--- src/rtl/led_pattern_gen.sv ---
// led_pattern_gen: latches LED slave command pulses and drives timed LED patterns (static, blink, run, bounce, alt, breathing PWM).
// Define LED_ACTIVE_LOW_EN to drive the led port inverted (active-low board LEDs).
module led_pattern_gen #(
  parameter int LED_W      = 8,
  parameter int TICK_DIV   = 25000000,
  parameter int BREATH_DIV = 50000,
  parameter int PWM_BITS   = 8
) (
  input  logic             HCLK,
  input  logic             HRESET,
  input  logic [2:0]       mode,
  output logic [LED_W-1:0] led,
  output logic [2:0]       cur_mode
);
  localparam int TW = (TICK_DIV > 1) ? $clog2(TICK_DIV) : 1;
  localparam int BW = (BREATH_DIV > 1) ? $clog2(BREATH_DIV) : 1;
  localparam logic [TW-1:0] TICK_LAST = TW'(TICK_DIV - 1);
  localparam logic [BW-1:0] BREATH_LAST = BW'(BREATH_DIV - 1);
  localparam logic [PWM_BITS-1:0] DUTY_MAX = '1;
  localparam logic [LED_W-1:0] ALT = LED_W'({LED_W{2'b01}});
  typedef enum logic [2:0] {M_NONE, M_ON, M_BLINK, M_RUN, M_BOUNCE, M_ALT, M_BREATH, M_OFF} mode_t;
  mode_t               r_cur_mode;
  logic [LED_W-1:0]    r_pat;
  logic [TW-1:0]       r_tick;
  logic [BW-1:0]       r_bcnt;
  logic [PWM_BITS-1:0] r_pwm;
  logic [PWM_BITS-1:0] r_duty;
  logic                r_up;
  logic                w_tick_last;
  logic                w_b_last;
  logic                w_bounce_up;
  logic                w_duty_up;
  logic [LED_W-1:0]    w_init;
  logic [LED_W-1:0]    w_step;
  always_comb begin
    w_tick_last = r_tick == TICK_LAST;
    w_b_last = r_bcnt == BREATH_LAST;
    w_init = (mode == M_ON || mode == M_BLINK) ? '1 :
             (mode == M_RUN || mode == M_BOUNCE) ? LED_W'(1) :
             (mode == M_ALT) ? ALT : '0;
    // Bounce turns around on the step that leaves an end bit, so ends are never held
    w_bounce_up = r_up ? !r_pat[LED_W-1] : r_pat[0];
    w_duty_up = r_up ? (r_duty != DUTY_MAX) : (r_duty == '0);
    w_step = (r_cur_mode == M_ON) ? '1 :
             (r_cur_mode == M_BLINK || r_cur_mode == M_ALT) ? ~r_pat :
             (r_cur_mode == M_RUN) ? {r_pat[LED_W-2:0], r_pat[LED_W-1]} :
             (r_cur_mode == M_BOUNCE) ? (w_bounce_up ? r_pat << 1 : r_pat >> 1) : '0;
  end
  always_ff @(posedge HCLK or posedge HRESET) begin
    if (HRESET) begin
      r_cur_mode <= M_OFF;
      r_pat <= '0;
      r_tick <= '0;
      r_bcnt <= '0;
      r_pwm <= '0;
      r_duty <= '0;
      r_up <= 1'b1;
    end else begin
      r_pwm <= r_pwm + 1'b1;
      r_tick <= w_tick_last ? '0 : r_tick + 1'b1;
      r_bcnt <= w_b_last ? '0 : r_bcnt + 1'b1;
      if (mode != 3'd0) begin
        r_cur_mode <= mode_t'(mode);
        r_pat <= w_init;
        r_tick <= '0;
        r_bcnt <= '0;
        r_pwm <= '0;
        r_duty <= '0;
        r_up <= 1'b1;
      end else if (r_cur_mode == M_BREATH) begin
        r_pat <= (r_pwm < r_duty) ? '1 : '0;
        if (w_b_last) begin
          r_duty <= w_duty_up ? r_duty + 1'b1 : r_duty - 1'b1;
          r_up <= w_duty_up;
        end
      end else if (w_tick_last) begin
        r_pat <= w_step;
        if (r_cur_mode == M_BOUNCE) r_up <= w_bounce_up;
      end
    end
  end
`ifdef LED_ACTIVE_LOW_EN
  assign led = ~r_pat;
`else
  assign led = r_pat;
`endif
  assign cur_mode = r_cur_mode;
endmodule

--- config.mk ---
export PLATFORM = sky130hd
export DESIGN_NAME = led_pattern_gen
export DESIGN_NICKNAME = d
export VERILOG_FILES = /design/src/rtl/led_pattern_gen.sv
export SDC_FILE = /design/constraint.sdc
export NUM_CORES = 1
export LEC_CHECK = 0
export ABC_AREA = 1
export CORE_ASPECT_RATIO = 2
export CORE_MARGIN = 2
export CORE_UTILIZATION = 55
export DETAILED_ROUTE_END_ITERATION = 16
export GPL_ROUTABILITY_DRIVEN = 1
export PLACE_DENSITY = 0.74
export SYNTH_ARGS = -nofsm -noshare
export SYNTH_HDL_FRONTEND = slang
export SYNTH_SLANG_ARGS = --single-unit
--- constraint.sdc ---
create_clock -name HCLK -period 2 [get_ports HCLK]
set_clock_uncertainty 0.1 [all_clocks]
set_input_delay 0.2 -clock HCLK [delete_from_list [all_inputs] [get_ports HCLK]]
set_output_delay 0.2 -clock HCLK [all_outputs]
set_load 0.05 [all_outputs]
=== Word level (Yosys, flattened, before mapping) ===
Index checks and enable logic that the tools add are counted.

* Equal/unequal tests: 15
* Multiplexer cells: 28
* $add $sub $neg: 5
* Bitwise operators: 1
* Reductions and logical operators: 12
* $lt $le $gt $ge: 1

{| class="wikitable"
|+ Operators with widths
! operator !! number
|-
| 8-bit 2-to-1 mux || 15
|-
| 25-bit 2-to-1 mux || 2
|-
| 16-bit 2-to-1 mux || 2
|-
| 25-bit by 1-bit adder with 25-bit output (second input constant) || 1
|-
| 25-bit == test (second input constant) || 1
|-
| 16-bit by 1-bit adder with 16-bit output (second input constant) || 1
|-
| 8-bit by 1-bit adder with 8-bit output (second input constant) || 2
|-
| 16-bit == test (second input constant) || 1
|-
| 3-bit == test (second input constant) || 5
|-
| 7-bit 2-to-1 mux || 2
|-
| 3-bit by 2-bit == test with 1-bit output (second input constant) || 4
|-
| 3-bit nonzero test || 3
|-
| 8-bit logical NOT || 1
|-
| 8-bit less-than comparator || 1
|-
| 8-bit inequality test (second input constant) || 1
|-
| 8-bit NOT || 1
|-
| 8-bit by 1-bit subtractor with 8-bit output (second input constant) || 1
|-
| 1-bit 2-to-1 mux || 7
|-
| 3-bit by 1-bit == test with 1-bit output (second input constant) || 2
|-
| 2-bit nonzero test || 2
|-
| 1-bit logical OR || 3
|-
| 3-bit inequality test (second input constant) || 1
|-
| 3-bit AND reduction || 1
|-
| 2-bit AND reduction || 1
|-
| 1-bit logical NOT || 1
|}

* Flip-flop bits (word level): 69
* Word-level logic and storage cells: 69
* Bits of input ports: 5

=== Longest topological paths before layout ===
* Depth in word-level cells: 10
* Gate-level depth with buffers: 17
* Gate-level depth less buffers: 17

=== Worst setup path after synthesis ===
No wires, ideal clock.

* Kind: register to register
* Start point: reg r_up
* End point: reg r_duty[6]
* Arrival time: 1.757 ns
* Data required time: 1.783 ns
* Path buffers: 0
* Slack: 0.026 ns
* Stages on the path, launching flop included: 14
* Cell sequence: dfstp_2 nor2_1 nand2_1 nor2_1 nand2_1 nand2_2 inv_1 ha_1 inv_1 o21ai_0 a21oi_1 nand3_1 nand3_1 nand2_1

* Longest elaborated chain between the ends: 5

{| class="wikitable"
|+ Ends and longest elaborated chain
! element !! line !! source
|-
| start, declared || 28 || <nowiki>logic r_up;</nowiki>
|-
| start signal, assigned || 74 || <nowiki>r_up <= w_duty_up;</nowiki>
|-
| start signal, assigned || 78 || <nowiki>if (r_cur_mode == M_BOUNCE) r_up <= w_bounce_up;</nowiki>
|-
| 1-bit 2-to-1 mux || 43 || <nowiki>w_duty_up = r_up ? (r_duty != DUTY_MAX) : (r_duty == '0);</nowiki>
|-
| 8-bit 2-to-1 mux || 73 || <nowiki>r_duty <= w_duty_up ? r_duty + 1'b1 : r_duty - 1'b1;</nowiki>
|-
| 8-bit 2-to-1 mux || 72 || <nowiki>if (w_b_last) begin</nowiki>
|-
| 8-bit 2-to-1 mux || 70 || <nowiki>end else if (r_cur_mode == M_BREATH) begin</nowiki>
|-
| 8-bit 2-to-1 mux || 62 || <nowiki>if (mode != 3'd0) begin</nowiki>
|-
| end signal, assigned || 73 ||
|-
| end, declared || 27 || <nowiki>logic [PWM_BITS-1:0] r_duty;</nowiki>
|}

No other way between the ends. The select of a mux whose other input is x is not followed.
A chain may end at the register's enable or synchronous reset.

=== Worst setup path after layout ===
* Start point: reg r_duty[1]
* End point: reg r_duty[7]

* Longest elaborated chain between the ends: 6
* Elaborated cells on any way between the ends: 9

{| class="wikitable"
|+ Ends and longest elaborated chain
! element !! line
|-
| parallel branches: the longest is 2 deep, another holds 8-bit by 1-bit subtractor with 8-bit output || --
|-
| 8-bit 2-to-1 mux * || 73
|-
| 8-bit 2-to-1 mux * || 72
|-
| 8-bit 2-to-1 mux * || 70
|-
| 8-bit 2-to-1 mux * || 62
|}

Mark *: on every way between the ends. The select of a mux whose other input is x is not followed.

==> metrics.log <==
INFO  metric run_status = complete, but fails checks
INFO  metric failing_checks = negative setup slack
INFO  metric path_common_cell = nand2_1
INFO  metric post_cts_hold_buffer_count = 0
INFO  metric seq_area_frac_synth = 0.413
INFO  metric placement.cell_area = 0.00466 sq mm
INFO  metric global_route_wire_length_before_repair = 16.6 mm
INFO  metric most_frequent_cell_after_synthesis = nand2_1
INFO  metric tritoncts.num_buffers = 9
INFO  metric timing_max_transition_violations_final = 0
INFO  metric tritoncts = built
INFO  metric detail_route.wl_per_cell = 14.5 um
INFO  metric cap_viol_max_count = 0
INFO  metric num_antenna_cells = 0
INFO  metric criticalPathCategory = reg -> reg
INFO  metric sw_frac_of_total = 0.251
INFO  metric initial_antenna_violation_count = 0
INFO  metric first_global_vias = 3783
INFO  metric critical_path_peak_fanout = 4
INFO  metric report.final.hold_viol_count = 0
INFO  metric data_required_time_at_the_worst_endpoint = 2.13 ns
INFO  metric design.final.nets = 634
INFO  metric drt-initial-drc-count = 352
INFO  metric reg2reg_slack = -0.10 ns
INFO  metric dominantRegCellSynth = dfrtp_1
INFO  metric starting_density_of_the_core = 0.560
INFO  metric yosys-top-cells-count = 100 x nand2_1, 82 x inv_1, 74 x nor2_1, 65 x dfrtp_1, 34 x o21ai_0
INFO  metric count_of_nets_left_with_antenna_violations_after_detail_routing = 0
INFO  metric timing.reg2reg.worst_path_depth = 14
INFO  metric dp.cells = 684
INFO  metric power.total = 3.84 mW
INFO  metric postLayoutCoreUtil = 0.724
INFO  metric totalWireLength = 10.4 mm
INFO  metric layout_worst_path_cycle_share = 1.05
INFO  metric timing_worst_slew_pin_value = 0.565 ns
INFO  metric port-buffer-count = 15
INFO  metric synthToLayoutAreaGrowth = 29.2%
INFO  metric regToRegEndpoint = r_duty[7]
INFO  metric setup_viol_count_final = 4
INFO  metric clock-sinks = 69
INFO  metric postSynth.asyncResetShare = 1.00
INFO  metric die-area = 0.00838 sq mm
INFO  metric final-instance-count-excl-fill = 714
INFO  metric clock_insertion_delay_worst_skew = 0.34 ns
INFO  metric worstPathArrival = 2.23 ns
INFO  metric detailedPlacementHpwl = 6.93 mm
INFO  metric maxClockFrequency = 0.476 GHz
INFO  metric critPathLaunchType = register
INFO  metric final_period_minus_worst_setup_slack = 2.10 ns
INFO  metric grt_max_degree = 70
INFO  metric yosysUniqueCellTypes = 42
INFO  metric seqPwrFrac = 0.382
INFO  metric clock_tree.root_cell = clkbuf_16
INFO  metric core_area = 0.00749 sq mm
INFO  metric grtUsageTotal = 0.252
INFO  metric drtPass1Iterations = 5
INFO  metric gp_routability_congestion = 0.863
INFO  metric total_leakage_power = 2.34 nW
INFO  metric top_level_ports = 16
INFO  metric net-switching-power = 962 uW
INFO  metric worstHoldPathType = in -> async
INFO  metric post_route_cells_drive_above_1_share = 0.266
INFO  metric syn_area_per_cell = 7.58 sq um
INFO  metric fin_ws = -0.103 ns
INFO  metric synth.ff_latch_count = 69
INFO  metric netlist_area = 0.00419 sq mm
INFO  metric synth.top_cells.by_area = dfrtp_1 39%, nand2_1 9.0%, inv_1 7.3%
INFO  metric die-width = 65.7 um
INFO  metric via_per_inst = 5.61
INFO  metric comb_power_share = 0.121
INFO  metric clock_group_share_of_total_power = 0.497
INFO  metric slew_headroom = 0.620
INFO  metric synth_fp_nets = 572
INFO  metric design_area_final = 0.00542 sq mm
INFO  metric grt.overflow.total = 0
INFO  metric fp-row-count = 45
INFO  metric pwr_per_cell_area = 709 mW/mm^2
INFO  metric cts.reportedPaths.clkPinSlew = 0.06 ns
INFO  metric path_cells = nor2_1, nand2_1, nor2_1, nand2_2, nand2_4, inv_6, ha_4, nand2_2, nor3_2, nand2_2, nand2_1, nand2_1, nand3_1, nand2_1
INFO  metric rsz0062_at_grt = yes
INFO  metric ir_drop = 0.545 mV
INFO  metric cts_buffer_depth = 2
INFO  metric synth_area_leader_cell = dfrtp_1
INFO  metric worstReg2RegStart = r_duty[1]
INFO  metric detail_route.drc_violations = 0
INFO  metric crit_path_max_incr_delay = 0.42 ns
INFO  metric synth_enable_flop_cells = 0
INFO  metric synth_largest_type_area_fraction = 0.388
INFO  metric synth-warning-count = 0
INFO  metric syn-instance-count = 553
INFO  metric cpMaxStageDelayCell = dfrtp_1
INFO  metric power.internal = 2.88 mW
INFO  metric via_count = 4002
INFO  metric dieHeight = 127 um
INFO  metric ctsHtreeMaxLevel = 3
INFO  metric critical_path.endpoint_type = register
## power by group through the flow
stage	clock, mW	sequential, mW	combinational (mW)
final	1.91	1.47	0.465
after global routing	2.00	1.47	0.504
after CTS	1.93	1.46	0.406
after detailed placement	0	1.49	0.387
after global placement	0	1.49	0.384
after floorplan	0	1.56	0.177
## worst max path at each step
| stage | slack [ns] | end | cells after the start | startpoint |
|---|---|---|---|---|
| final | -0.10 | r_duty[7] | 14 | r_duty[1] |
| after global placement | -0.05 | r_duty[6] | 14 | r_duty[6] |
| after global routing | -0.25 | r_duty[7] | 14 | r_duty[1] |
| after floorplan | 0.03 | r_duty[6] | 13 | r_up |
| after detailed placement | -0.06 | r_duty[6] | 12 | r_duty[3] |
| after CTS | -0.04 | r_duty[7] | 14 | r_duty[0] |
## layer usage
metal | vias up | track usage | share of wire
li1 | 1959 | - | -
met1 | 1905 | 0.335 | 0.44
met2 | 113 | 0.402 | 0.49
met3 | 25 | 0.0387 | 0.041
met4 | 0 | 0.113 | 0.027
met5 | - | 0 | 0
## state kept, by name, summed over array words and instances (netlist names)
signal / count
r_tick: 25
r_bcnt: 16
led: 8
r_duty: 8
r_pwm: 8
cur_mode: 3
r_up: 1
## metrics by stage
| stage | hold WS, ns | setup WS [ns] | TNS [ns] |
|---|---|---|---|
| after floorplan | 0.216 | 0.0259 | 0 |
| after global placement | 0.350 | -0.0547 | -0.0559 |
| after detailed placement | 0.354 | -0.0608 | -0.0624 |
| after CTS | 0.226 | -0.0401 | -0.0797 |
| after global routing | 0.238 | -0.245 | -0.965 |
| final | 0.200 | -0.103 | -0.281 |
## final cells by class
class                           count  area, sq um
Multi-Input combinational cell    395         2410
Fill cell                         551         2070
Sequential cell                    69         1730
Timing Repair Buffer               55          472
Inverter                           85          329
Clock buffer                       11          253
Tap cell                           94          118
Clock inverter                      5          106
## kinds of logic after synthesis
kind of cell	after synthesis	share of synthesized area
AO/OA/AOI/OAI	84	0.111
XOR/XNOR	4	0.00835
adder cells (fa/ha/maj)	14	0.0418
buffers and inverters	89	0.0815
flip-flops	69	0.413
AND/OR/NAND/NOR	293	0.344
## repair_timing
item | CTS | global route
setup endpoints to repair | 4 | 22
setup buffers | 3 | 11
pin swaps | 6 | 32
gates resized for setup | 11 | 73
## worst max-delay path: cells and delay by family (launching register included)
kind,cells,cell delay [ns]
flip-flops,1,0.42
adder cells (fa/ha/maj),1,0.28
buffers and inverters,1,0.05
AND/OR/NAND/NOR,12,1.15
## placed cells by master, fill, tap and decap left out, drive strengths merged
| cell type | count |
|---|---|
| dfstp | 4 |
| xor2 | 4 |
| nor3b | 8 |
| buf | 43 |
| o22ai | 4 |
| nand2 | 106 |
| nor3 | 36 |
| o221ai | 1 |
| ha | 14 |
| o22a | 1 |
| clkinv | 2 |
| clkbuf | 11 |
| nor4 | 4 |
| nand3b | 1 |
| nor2 | 86 |
| a211oi | 1 |
| nand3 | 35 |
| a21oi | 27 |
| nand4 | 14 |
| o2111ai | 1 |
| o21bai | 4 |
| a31oi | 6 |
| a22oi | 1 |
| clkdlybuf4s50 | 12 |
| dfrtp | 65 |
| bufinv | 3 |
| o21ai | 37 |
| and2 | 1 |
| a41oi | 1 |
| clkinvlp | 2 |
| and3 | 2 |
| inv | 83 |
Note: power is estimated with default switching activity, not from simulation.
==> RTL edit 1 (same flow settings) <==
The parameter `TICK_DIV` goes from 25000000 to 50000000.
--- a/src/rtl/led_pattern_gen.sv
+++ b/src/rtl/led_pattern_gen.sv
@@ -2,7 +2,7 @@
 // Define LED_ACTIVE_LOW_EN to drive the led port inverted (active-low board LEDs).
 module led_pattern_gen #(
   parameter int LED_W      = 8,
-  parameter int TICK_DIV   = 25000000,
+  parameter int TICK_DIV   = 50000000,
   parameter int BREATH_DIV = 50000,
   parameter int PWM_BITS   = 8
 ) (
Behaviour: no difference found for any inputs over 10 cycles, from zero or initial values and one cycle with HRESET high; that may be too few to reach the edited logic, so the function may still have changed.
==> RTL edit 1 against the original RTL <==
The flow still finishes with violations (negative setup slack). Power is 3.7% lower. First-iteration DRC count is 20% lower. Cell area is 2.2% higher. Sequential cell count is 1 higher. Hold slack worse by 100 ps. Area after synthesis is 2.8% higher. Critical path depth stayed put. Routed wire length is 5.4% higher. Setup slack better by 36 ps. Count of clock-buffer cells in the layout is 1 higher. Synthesized cell count is 0.72% lower. Largest cell class unchanged. Highest routed layer unchanged.
==> RTL edit 1: results (changes against the original RTL) <==
Global route
  – Number of global-route vias before repair: 3,824 (was 3,783)
  – All-Layer GR Usage: 0.2580 (was 0.2522)
  – First-pass GRT wire length: 16,750 um (was 16,610 um)

STA
  – TNS Setup: -184.2 ps (was -281.5 ps)
  – Worst Max-Slew Pin Slew: 498.8 ps (was 565.2 ps)
  – Worst Hold Slack: 98.01 ps (was 200.2 ps)
  – Setup violations, final: 5 (was 4)
  – Worst setup margin: -66.64 ps (was -102.6 ps)

Run status
  – Outcome: finished, violations left (unchanged)
  – Violated checks: negative setup slack (unchanged)

Cells and area
  – Final cell count without fillers: 723 (was 714)
  – Final net count: 643 (was 634)
  – Share of cells above drive strength 1: 0.2893 (was 0.2661)

Pwr
  – Peak VDD IR: 0.0006527 V (was 0.0005447 V)
  – Lkg Pwr: 2.494 nW (was 2.338 nW)

Setup path
  – Max stage delay on crit path: 420 ps (about the same)
  – CP max stage cell: dfrtp_1 (unchanged)

Synthesis
  – Post-synthesis compound-gate area fraction: 0.1353 (was 0.1113)
  – Post-synthesis sequential area ratio: 0.4075 (was 0.4130)
  – Post-Synth Adder-Cell Area: 0.04064 (was 0.04178)
  – Syn Inst Count: 549 (was 553)
  – Top post-synthesis cells by count: nand2_1, inv_1, nor2_1 (unchanged)
  – Syn_nets: 568 (was 572)
  – Top post-synthesis cells by area: dfrtp_1, nand2_1, inv_1 (unchanged)

Min path
  – Class of the worst hold path: in2async (unchanged)

Placed design
  – Pre-CTS setup slack: -148.9 ps (was -60.83 ps)
  – GP Congestion: 0.8967 (was 0.8625)
  – Dpl cells: 690 (was 684)

Drt
  – WL/cell: 15.09 um (was 14.50 um)
  – DRT iter0 DRCs: 283 (was 352)

CTS
  – CTS-repair resized insts: 9 (was 11)
-- RTL edit 1: per-layer routing --
metal	global-route usage	vias to the layer above	routed length (um)
met2	0.4835	100	6241
met5	0	-	0
li1	-	1973	-
met4	0.1285	0	469
met3	0.04514	43	244
met1	0.2642	1923	3952
-- RTL edit 1: power breakdown --
group          total (mW)  switching, mW  internal (mW)
sequential           1.48         0.0326           1.45
clock                1.71          0.589           1.12
combinational       0.506          0.324          0.182
total                3.70          0.945           2.75
-- RTL edit 1: final cells by class --
cell class,count,area (um^2)
multi-input combinational,392,2434
timing repair buffer,69,585.6
clock inverter,4,70.07
sequential,70,1758
fill,559,2063
tap,94,117.6
clock buffer,12,246.5
inverter,82,326.6
-- RTL edit 1: per-stage QoR --
| step | cell area [um^2] | util |
|---|---|---|
| after global placement | 4853 | 0.6385 |
| final | 5538 | 0.7286 |
| after detailed placement | 4853 | 0.6385 |
| after global routing | 5538 | 0.7286 |
| after floorplan | 4327 | - |
| after CTS | 5238 | 0.6891 |
==> RTL edit 2 (config.mk and constraints unchanged) <==
Without the edit above. Put one more register stage on the output `led`, cleared by the reset. The value now appears one clock later. The other outputs are not delayed to match.
--- a/src/rtl/led_pattern_gen.sv
+++ b/src/rtl/led_pattern_gen.sv
@@ -82,7 +82,13 @@
 `ifdef LED_ACTIVE_LOW_EN
   assign led = ~r_pat;
 `else
-  assign led = r_pat;
+  always_ff @(posedge HCLK or posedge HRESET) begin
+    if (HRESET) begin
+      led <= '0;
+    end else begin
+      led <= r_pat;
+    end
+  end
 `endif
   assign cur_mode = r_cur_mode;
 endmodule
Behaviour: not the same (Yosys sat finds a counterexample within 4 cycles, from zero or initial values and one cycle with HRESET high).
==> RTL edit 2 against the original RTL <==
The run still ends with negative setup slack left. Clock power is 6% lower. Non-clock buffer count is 18 higher. Power grew 5.7%. Die area grew 4.8%. Routed wire length is 1.3% higher. Area after synthesis rose by 5.1%. Sequential share of layout area rose by 2.1 points. Cell area is 4.7% higher. Sequential cell count is 8 higher. Setup slack better by 8.0 ps. First-iteration DRC count is 6.8% lower. Critical path type unchanged. Largest power group unchanged.
==> RTL edit 2: results (changes against the original RTL) <==
CTS
  – CTS-repair resized insts: 10 (was 11)
  – Post-CTS Setup Bufs: 2 (was 3)

STA
  – Setup violations, final: 5 (was 4)
  – TNS Setup: -281.5 ps (about the same)
  – Worst Max-Slew Pin Slew: 490.4 ps (was 565.2 ps)
  – Worst setup margin: -94.68 ps (was -102.6 ps)

Placed design
  – HPWL Detailed: 6778 um (was 6927 um)
  – Dpl cells: 700 (was 684)
  – GP Congestion: 0.9320 (was 0.8625)
  – Area after DPL: 4915 um^2 (was 4656 um^2)

Drt
  – WL/cell: 14.15 um (was 14.50 um)
  – Via density: 5.520 (was 5.605)
  – DRT iter0 DRCs: 328 (was 352)

Cells and area
  – Final net count: 659 (was 634)
  – Share of cells above drive strength 1: 0.2713 (was 0.2661)

Synthesis
  – Synth unique cells: 45 (was 42)
  – Post-synthesis sequential area ratio: 0.4385 (was 0.4130)
  – Top post-synthesis cells by count: nand2_1, dfrtp_1, inv_1 (was nand2_1, inv_1, nor2_1)
  – Mapped Avg Cell Area: 7.867 um^2 (was 7.582 um^2)
  – Syn_nets: 579 (was 572)

Run status
  – Outcome: finished, violations left (unchanged)
  – Violated checks: negative setup slack (unchanged)

Setup path
  – Worst-case reg-to-reg path depth: 12 (was 14)

Global route
  – Pin count of the biggest net entering global routing: 78 (was 70)

Pwr
  – Peak VDD IR: 0.0006212 V (was 0.0005447 V)
==> RTL edit 2: changes by cell type in the layout (fill, tap and decap cells not counted), moves of 5 or more <==
cell,change
nor3_2,-6
buf_4,+18
inv_1,-6
a21oi_1,+13
nand2_1,+7
dfrtp_1,+8
nand2_2,-9
inv_2,+5
nand2_4,+6
==> RTL edit 2: report_power, final <==
group	switching, mW	internal (mW)
logic	0.386	0.230
registers	0.0427	1.62
clock network	0.652	1.13
total	1.08	2.98
==> RTL edit 2: area by class of cell <==
| cell class | instances | area [um^2] |
|---|---|---|
| fill | 588 | 2153 |
| clock inverter | 6 | 93.84 |
| sequential | 77 | 1932 |
| tap | 96 | 120.1 |
| multi-input combinational | 394 | 2361 |
| inverter | 85 | 332.8 |
| timing repair buffer | 73 | 595.6 |
| clock buffer | 10 | 239.0 |
==> RTL edit 2: through the flow <==
stage | hold slack [ps] | setup slack, ps
floorplan | 215.6 | 21.93
global placement | 296.8 | -18.23
detailed placement | 301.8 | -95.58
CTS | 242.6 | -6.380
global route | 275.6 | -177.6
finish | 229.2 | -94.68
==> RTL edit 2: kinds of logic after synthesis <==
logic type      share of synthesized area
simple gates                       0.3059
flops                              0.4385
xor+xnor                         0.005965
compound gates                     0.1329
fa+ha+maj                         0.03976
buf+inv                           0.07697
==> RTL edit 2: metal layers <==
| metal | GRT usage | share of wire | up-vias |
|---|---|---|---|
| met5 | 0 | 0 | - |
| met4 | 0.08884 | 0.019 | 0 |
| met3 | 0.04195 | 0.037 | 22 |
| met2 | 0.3861 | 0.51 | 116 |
| met1 | 0.3313 | 0.44 | 1934 |
| li1 | - | - | 2018 |
==> RTL edit 2: tightest hold or removal path: cells and delay by family <==
kind	cells	cell delay (ps)
buffers and inverters	3	880
